`src/rtl/vec_capture_pkg.sv`:
```
// Shared definitions for the serial-to-parallel capture block.
//   state_t   : FSM states (FILL = accumulating, FULL = word presented)
//   cnt_width : width of a counter able to hold the values 0..width
package vec_capture_pkg;

    typedef enum logic {
        ST_FILL = 1'b0,
        ST_FULL = 1'b1
    } state_t;

    function automatic int cnt_width(input int width);
        return $clog2(width + 1);
    endfunction

endpackage

```
`src/rtl/vec_capture_slot.sv`:
```
// Shadow register for the word currently being assembled.
// Ports:
//   i_clk, i_rst : clock and asynchronous active-high reset
//   i_clr        : synchronous clear of the whole shadow word
//   i_wr, i_idx  : write i_bit into bit i_idx on this edge
//   i_bit        : bit value to write
//   o_word       : registered shadow contents
//   o_merged     : shadow contents with the pending i_idx/i_bit applied,
//                  used by the parent to capture a word on its final bit
module vec_capture_slot
    import vec_capture_pkg::*;
#(
    parameter int WIDTH = 4
) (
    input  logic                     i_clk,
    input  logic                     i_rst,
    input  logic                     i_clr,
    input  logic                     i_wr,
    input  logic [$clog2(WIDTH)-1:0] i_idx,
    input  logic                     i_bit,
    output logic [WIDTH-1:0]         o_word,
    output logic [WIDTH-1:0]         o_merged
);

    localparam int IW = $clog2(WIDTH);

    logic [WIDTH-1:0] shadow_reg;

    for (genvar gi = 0; gi < WIDTH; gi++) begin : g_bit
        logic hit;
        assign hit = (i_idx == IW'(gi));

        always_ff @(posedge i_clk or posedge i_rst) begin
            if (i_rst) begin
                shadow_reg[gi] <= 1'b0;
            end else if (i_clr) begin
                shadow_reg[gi] <= 1'b0;
            end else if (i_wr && hit) begin
                shadow_reg[gi] <= i_bit;
            end
        end

        assign o_merged[gi] = hit ? i_bit : shadow_reg[gi];
    end

    assign o_word = shadow_reg;

endmodule

```
`src/rtl/vec_capture_ser2par.sv`:
```
// Serial-to-parallel capture with one word of buffering.
// Bits strobed by i_en are assembled in a shadow slot; a completed word is
// registered on o_a with o_valid until the consumer takes it (i_ready).
// While a word is presented the next one keeps filling; if it completes
// before the first is accepted, its last bit is dropped and o_ovf sticks.
// Ports:
//   i_clk, i_rst : clock and asynchronous active-high reset
//   i_en, i_a    : capture strobe and serial data bit
//   i_clr        : synchronous abort of the partial word, clears o_ovf
//   i_ready      : consumer accepts the presented word
//   o_a, o_valid : last completed word and its valid flag
//   o_ovf        : sticky overrun flag
//   o_cnt        : number of bits in the partial word
module vec_capture_ser2par
    import vec_capture_pkg::*;
#(
    parameter int WIDTH     = 4,
    parameter int MSB_FIRST = 0
) (
    input  logic                        i_clk,
    input  logic                        i_rst,
    input  logic                        i_en,
    input  logic                        i_a,
    input  logic                        i_clr,
    input  logic                        i_ready,
    output logic [WIDTH-1:0]            o_a,
    output logic                        o_valid,
    output logic                        o_ovf,
    output logic [cnt_width(WIDTH)-1:0] o_cnt
);

    localparam int CW = cnt_width(WIDTH);
    localparam int IW = $clog2(WIDTH);

    state_t           state_reg, state_next;
    logic [CW-1:0]    cnt_reg, cnt_next;
    logic [WIDTH-1:0] word_reg, word_next;
    logic             ovf_reg, ovf_next;

    logic             wr;
    logic             last;
    logic             accept;
    logic [IW-1:0]    idx;
    logic [WIDTH-1:0] shadow_word;
    logic [WIDTH-1:0] merged_word;

    assign last   = (cnt_reg == CW'(WIDTH - 1));
    assign accept = (state_reg == ST_FULL) && i_ready;
    assign idx    = (MSB_FIRST != 0) ? (IW'(WIDTH - 1) - cnt_reg[IW-1:0])
                                     : cnt_reg[IW-1:0];

    vec_capture_slot #(
        .WIDTH (WIDTH)
    ) u_slot (
        .i_clk    (i_clk),
        .i_rst    (i_rst),
        .i_clr    (i_clr),
        .i_wr     (wr),
        .i_idx    (idx),
        .i_bit    (i_a),
        .o_word   (shadow_word),
        .o_merged (merged_word)
    );

    always_ff @(posedge i_clk or posedge i_rst) begin
        if (i_rst) begin
            state_reg <= ST_FILL;
            cnt_reg   <= '0;
            word_reg  <= '0;
            ovf_reg   <= 1'b0;
        end else begin
            state_reg <= state_next;
            cnt_reg   <= cnt_next;
            word_reg  <= word_next;
            ovf_reg   <= ovf_next;
        end
    end

    always_comb begin
        state_next = state_reg;
        cnt_next   = cnt_reg;
        word_next  = word_reg;
        ovf_next   = ovf_reg;
        wr         = 1'b0;

        // The handshake is independent of capture activity.
        if (accept) begin
            state_next = ST_FILL;
        end

        if (i_clr) begin
            cnt_next = '0;
            ovf_next = 1'b0;
        end else if (i_en) begin
            if (!last) begin
                wr       = 1'b1;
                cnt_next = cnt_reg + CW'(1);
            end else if ((state_reg == ST_FULL) && !i_ready) begin
                // No room for a second word: drop the completing bit, stall.
                ovf_next = 1'b1;
            end else begin
                // Final bit goes straight into the output word; the shadow
                // slot is reused from index 0 by the next word.
                word_next  = merged_word;
                cnt_next   = '0;
                state_next = ST_FULL;
            end
        end
    end

    assign o_a     = word_reg;
    assign o_valid = (state_reg == ST_FULL);
    assign o_ovf   = ovf_reg;
    assign o_cnt   = cnt_reg;

endmodule
```
`config.mk`:
```
export PLATFORM = sky130hd
export DESIGN_NAME = vec_capture_ser2par
export DESIGN_NICKNAME = d
export VERILOG_FILES = /design/src/rtl/vec_capture_pkg.sv /design/src/rtl/vec_capture_slot.sv /design/src/rtl/vec_capture_ser2par.sv
export SDC_FILE = /design/constraint.sdc
export NUM_CORES = 1
export LEC_CHECK = 0
export ABC_AREA = 1
export BUFFER_PORTS_ARGS = -buffer_cell sky130_fd_sc_hd__buf_2
export CELL_PAD_IN_SITES_DETAIL_PLACEMENT = 1
export CELL_PAD_IN_SITES_GLOBAL_PLACEMENT = 1
export CORE_ASPECT_RATIO = 1.5
export CORE_MARGIN = 2
export CORE_UTILIZATION = 29
export CTS_BUF_LIST = sky130_fd_sc_hd__clkbuf_16
export CTS_CLUSTER_DIAMETER = 50
export DETAILED_ROUTE_END_ITERATION = 7
export PLACE_DENSITY_LB_ADDON = 0.1
export REMOVE_ABC_BUFFERS = 1
export SKIP_LAST_GASP = 1
export SLEW_MARGIN = 20
export SYNTH_ARGS = -nofsm -noshare
export SYNTH_HDL_FRONTEND = slang
export SYNTH_SLANG_ARGS = --single-unit
```
`constraint.sdc`:
```
create_clock -name i_clk -period 2.2 [get_ports i_clk]
set_clock_uncertainty 0.2 [all_clocks]
set_input_delay 0.22 -clock i_clk [delete_from_list [all_inputs] [get_ports i_clk]]
set_output_delay 0.22 -clock i_clk [all_outputs]
set_load 0.1 [all_outputs]
```
# Yosys cells after proc, flatten, opt, wreduce, memory -nomap -nowiden
# Cells that the tools add are included.
# word_totals
register_bits,13
in_bits,6
out_inout_bits,9
elab_cells,62
# op_classes
addsub,1
n_eq_ne,5
n_mux,28
n_bitwise,2
reduce_logical,18
# ops
op,count
$mux 1,24
$reduce_bool 2->1,7
$mux 3,4
$logic_and 1x1->1,6
$eq 2x2->1 const B,2
$reduce_and 4->1,1
$add 3x1->3 const B,1
$eq 3x2->1 const B,1
$ne 3x3->1 const B,1
$reduce_and 3->1,1
$eq 2x1->1 const B,1
$logic_not 2->1,1
$not 1->1,2
$reduce_and 2->1,1
$logic_not 1->1,1

# Logic depth before layout (Yosys ltp)
# logic_depth
ltp_word,7
ltp_mapped,7
mapped_depth_nobuf,7

# By module
# Synthesis repeated with hierarchy kept, for this count alone.
# unflattened
cells_unflattened,95
hier_area_um2,715.7
# by_module_without_submodules
mod,n_inst,cells_per_inst,area_each_um2,seq_area_each_um2
vec_capture_ser2par,1,49,444.2,225.2
vec_capture_slot,1,46,271.5,100.1

# Worst setup path after synthesis
# OpenSTA, ideal clock, no wires.
# synth_path
path_kind,flip-flop to flip-flop
from,"register cnt_reg[1], in the netlist o_cnt[1]"
to,"register word_reg[0], in the netlist o_a[0]"
setup_time_ns,0.122
arrival_ns,1.727
required_time_ns,1.878
path_slack_ns,0.151
path_stages_with_launch,7
path_buffers,0
period_less_slack_ns,2.049
cell_sequence,dfrtp_1 > ha_1 > nand3_2 > inv_1 > nand2_2 > nand2_1 > nand2_1
# synth_via
elab_chain_len,2
elab_cells_between_ends,4
cone_classes,1 x eq/ne; 1 x mux; 2 x reduce/logical
# synth_rtl
element,line,source
start: declaration,vec_capture_ser2par.sv:36,"logic [CW-1:0] cnt_reg, cnt_next;"
start signal: assignment,vec_capture_ser2par.sv:73,cnt_reg <= cnt_next;
$eq 3x2->1 / $logic_not 2->1 (equally long branches),"vec_capture_ser2par.sv:47, vec_capture_slot.sv:31",
$reduce_and 4->1 (no line) / $mux 1 (equally long branches),-,
end signal: assignment,vec_capture_ser2par.sv:74,word_reg <= word_next;
end: declaration,vec_capture_ser2par.sv:37,"logic [WIDTH-1:0] word_reg, word_next;"
# Parallel ways exist; a longest one is shown, timed or not.
# A chain may end at the register's enable or synchronous reset.

# Final worst setup path
# layout_path
from,"register cnt_reg[0], in the netlist o_cnt[0]"
to,"register word_reg[1], in the netlist o_a[1]"
# layout_via
elab_chain_len,2
elab_cells_between_ends,4
cone_classes,2 x eq/ne; 1 x mux; 1 x reduce/logical
# layout_rtl
element,line
$eq 3x2->1 / $eq 2x1->1 (equally long branches),"vec_capture_ser2par.sv:47, vec_capture_slot.sv:31"
$reduce_and 4->1 (no line) / $mux 1 (equally long branches),-
# Parallel ways exist; a longest one is shown, timed or not.

==> metrics.md <==
| Metric | Value |
|---|---|
| Initial Utilization | 0.306 |
| Root Buffer | clkbuf_16 |
| Initial antenna violation count | 0 |
| Post-CTS Resized | 0 |
| Syn Area/Cell | between 7 and 8 um2 |
| Vias | 686 |
| CP top delay family | simple AND/OR/NAND/NOR gates |
| # fillers | about 300 |
| Die height | 66.3 um |
| Port bufs | 14 |
| Post-synth ARST share | 1.00 |
| Crit end category | flop |
| Final HPWL DP | between 1 and 1.5 mm |
| Wire length per cell | 12.7 um |
| Setup Total Neg Slack | 0 ns |
| Synth area leader | dfrtp_1 |
| Multiplexer share of the synthesized area | 0 |
| Slowest-stage cell, CP | dfrtp_1 |
| Post-synth top cells | nand2_1, inv_1, dfrtp_1, nand3_1 |
| Synth-to-layout area growth | 22.2% |
| Most used DFF post-synth | dfrtp_1 |
| Cell area after synthesis | around 750 um2 |
| Register bit count reported by yosys | 13 |
| Rows | 22 |
| Core Util, Final | 0.374 |
| Fraction of synthesized cell area in xor and xnor cells | 0 |
| Synth Instances | 98 |
| Adder-cell share of the synthesized area | 0.0667 |
| GPL Wtd Cong | around 0.74 |
| CP max FO | 11 |
| Outcome | finished clean |
| Routed Wire Length | 1.77 mm |
| Measured slew at the worst slew-check pin | around 0.52 ns |
| CP Buf/Inv Count | 1 |
| Sequential element share of the synthesized area | 0.433 |
| Die X | around 46 um |
| Largest net degree at the start of global routing | 14 |
| Diode count | 0 |
| Nets@finish | between 100 and 150 |
| DP Worst Slack | ~0.53 ns |
| RSZ-0062 raised after global routing | false |
| CP most frequent cell | nand2_1 |
| Complex-gate fraction of the synthesized area | 0.0500 |
| Final hold violation count | 0 |
| Cell Pwr Density | 854 nW/um2 |
| Synth area leaders | dfrtp_1, nand2_1, nand3_1, inv_1, ha_1 |
| Top Ports | 15 |
| Clk_lat worst skew | 0.24 ns |
| Ys Warns | 0 |
| Tcrit/Tclk final | 0.754 |
| Vias in the first global route | 719 |
| Total GRT Usage | 0.150 |
| Setup crit start kind | flop |
| CTS tree | built |
| Die outline area | 3020 um2 |
| Reg2reg setup slack | 0.54 ns |
| Slew Viols, Final | 0 |
| Post-CTS Setup Repair Bufs | 0 |
| Clk sinks | 13 |
| Final Non-Filler Cells | ~140 |
| Worst-path cell chain | ha_1 > nand3_2 > inv_1 > nand2_2 > nand2_1 > nand2_1 |
| CP Class | flop to flop |
| Largest family of logic cells by synthesized area | simple AND/OR/NAND/NOR gates |
| Fraction of layout cells with a size suffix above 1 | 0.200 |
| Critical Path Max Stage Delay | between 0.4 and 0.5 ns |
| DRT antenna net count | 0 |
| Overall Power | between 0.7 and 0.8 mW |
| Drt via density | 4.94 |
| Post-layout minimum cycle time | roughly 1.7 ns |
| CTS H-tree lvls | 1 |
| EDFF count, synth | 0 |
| First-pass GRT wire length | ~3.2 mm |
| Maximum vdd drop | 0.370 mV |
| Detailed-route DRC error count | 0 |
| Top cell type's share of synthesized area | 0.433 |
| Synth unique cells | 15 |
| WP data arrival | roughly 1.6 ns |
| Normalized max-slew margin | 0.653 |
| Initial drt markers | 7 |
| Count leader, synth | nand2_1 |
| Clk slew on worst S/H paths | approximately 0.050 ns |
| Dpl cells | 134 |
| Min-delay worst type | primary input to flop |
| Max Clk Rate | 603 MHz |
| Final Setup Violations | 0 |
| Clock tree buffer depth | 2 |
| DRT Pass-1 Iters | 4 |
| Core ar. | ~2400 um2 |
| Final worst slack | 0.542 ns |
| Post-Synth Simple-Gate Area | 0.340 |
| GR Overflow Total | 0 |
| P_leak | 0.530 nW |
| Max Cap Viol | 0 |
| Worst endpoint required time | about 2.1 ns |
| CTS Buf Count | 3 |
repair_timing:
action / CTS / global route
hold buffers: 1 / 0
setup endpoints to repair: 0 / 0
endpoints found under the hold margin: 13 / 0
path summary, 6_finish.rpt:
kind,end,from,depth (start not counted)
max in group asynchronous,o_cnt[2]$_DFFE_PP0P_,i_rst,3
worst min register to register,o_a[3]$_DFFE_PP0P_,o_a[3]$_DFFE_PP0P_,2
min in group asynchronous,u_slot.o_word[3]$_DFFE_PP0P_,i_rst,3
worst max-delay path,o_a[1]$_DFFE_PP0P_,o_cnt[0]$_DFFE_PP0P_,6
worst max register to register,o_a[1]$_DFFE_PP0P_,o_cnt[0]$_DFFE_PP0P_,6
worst min-delay path,o_ovf$_DFFE_PP0P_,i_clr,2
logic make-up after synthesis:
group	count (synthesis)
AO/OA/AOI/OAI	7
buffers and inverters	18
AND/OR/NAND/NOR	56
flip-flops	13
adder cells (fa/ha/maj)	4
metrics by stage:
| step | hold slack [ns] | area, um2 |
|---|---|---|
| global route | 0.0234 | 917 |
| detailed placement | 0.0868 | 828 |
| floorplan | -0.103 | 728 |
| global placement | 0.0873 | 828 |
| CTS | 0.0111 | 917 |
| finish | 0.00888 | 917 |
placed cells by master (no fill, tap or decap):
cell type	instances
dfrtp_1	13
nor2_2	1
nand2_2	3
nand3_2	1
nand2_1	29
o21ai_0	5
nand3_1	13
inv_2	1
nand4_1	5
a21oi_1	1
clkbuf_16	3
a211oi_1	1
nor2_1	4
inv_1	16
dlygate4sd3_1	1
ha_1	4
buf_2	14
registers in the layout, summed over array words and instances, names as in the netlist:
register	count
o_a	4
u_slot.o_word	4
o_cnt	3
o_ovf	1
o_valid	1
metal layers:
| metal | track usage | up-vias | routed length, um |
|---|---|---|---|
| met5 | 0 | - | 0 |
| met4 | 0.0882 | 0 | 22 |
| met3 | 0.0246 | 2 | 46 |
| met2 | 0.255 | 8 | 987 |
| met1 | 0.165 | 331 | 708 |
| li1 | - | 345 | - |
layout make-up:
cell class | instances | area [um2] | share of cell area
Multi-Input combinational cell | 67 | 343 | 0.374
Sequential cell | 13 | 325 | 0.355
Timing Repair Buffer | 15 | 80.1 | 0.0873
Clock buffer | 3 | 75.1 | 0.0819
Inverter | 16 | 60.1 | 0.0655
Tap cell | 24 | 30.0 | 0.0327
Clock inverter | 1 | 3.75 | 0.00409
power by group:
group	switching, mW	internal [mW]
Clock	0.0976	0.239
Combinational	0.139	0.0349
Sequential	0.0127	0.259
Total	0.250	0.534
(Power assumes the default switching activity.)
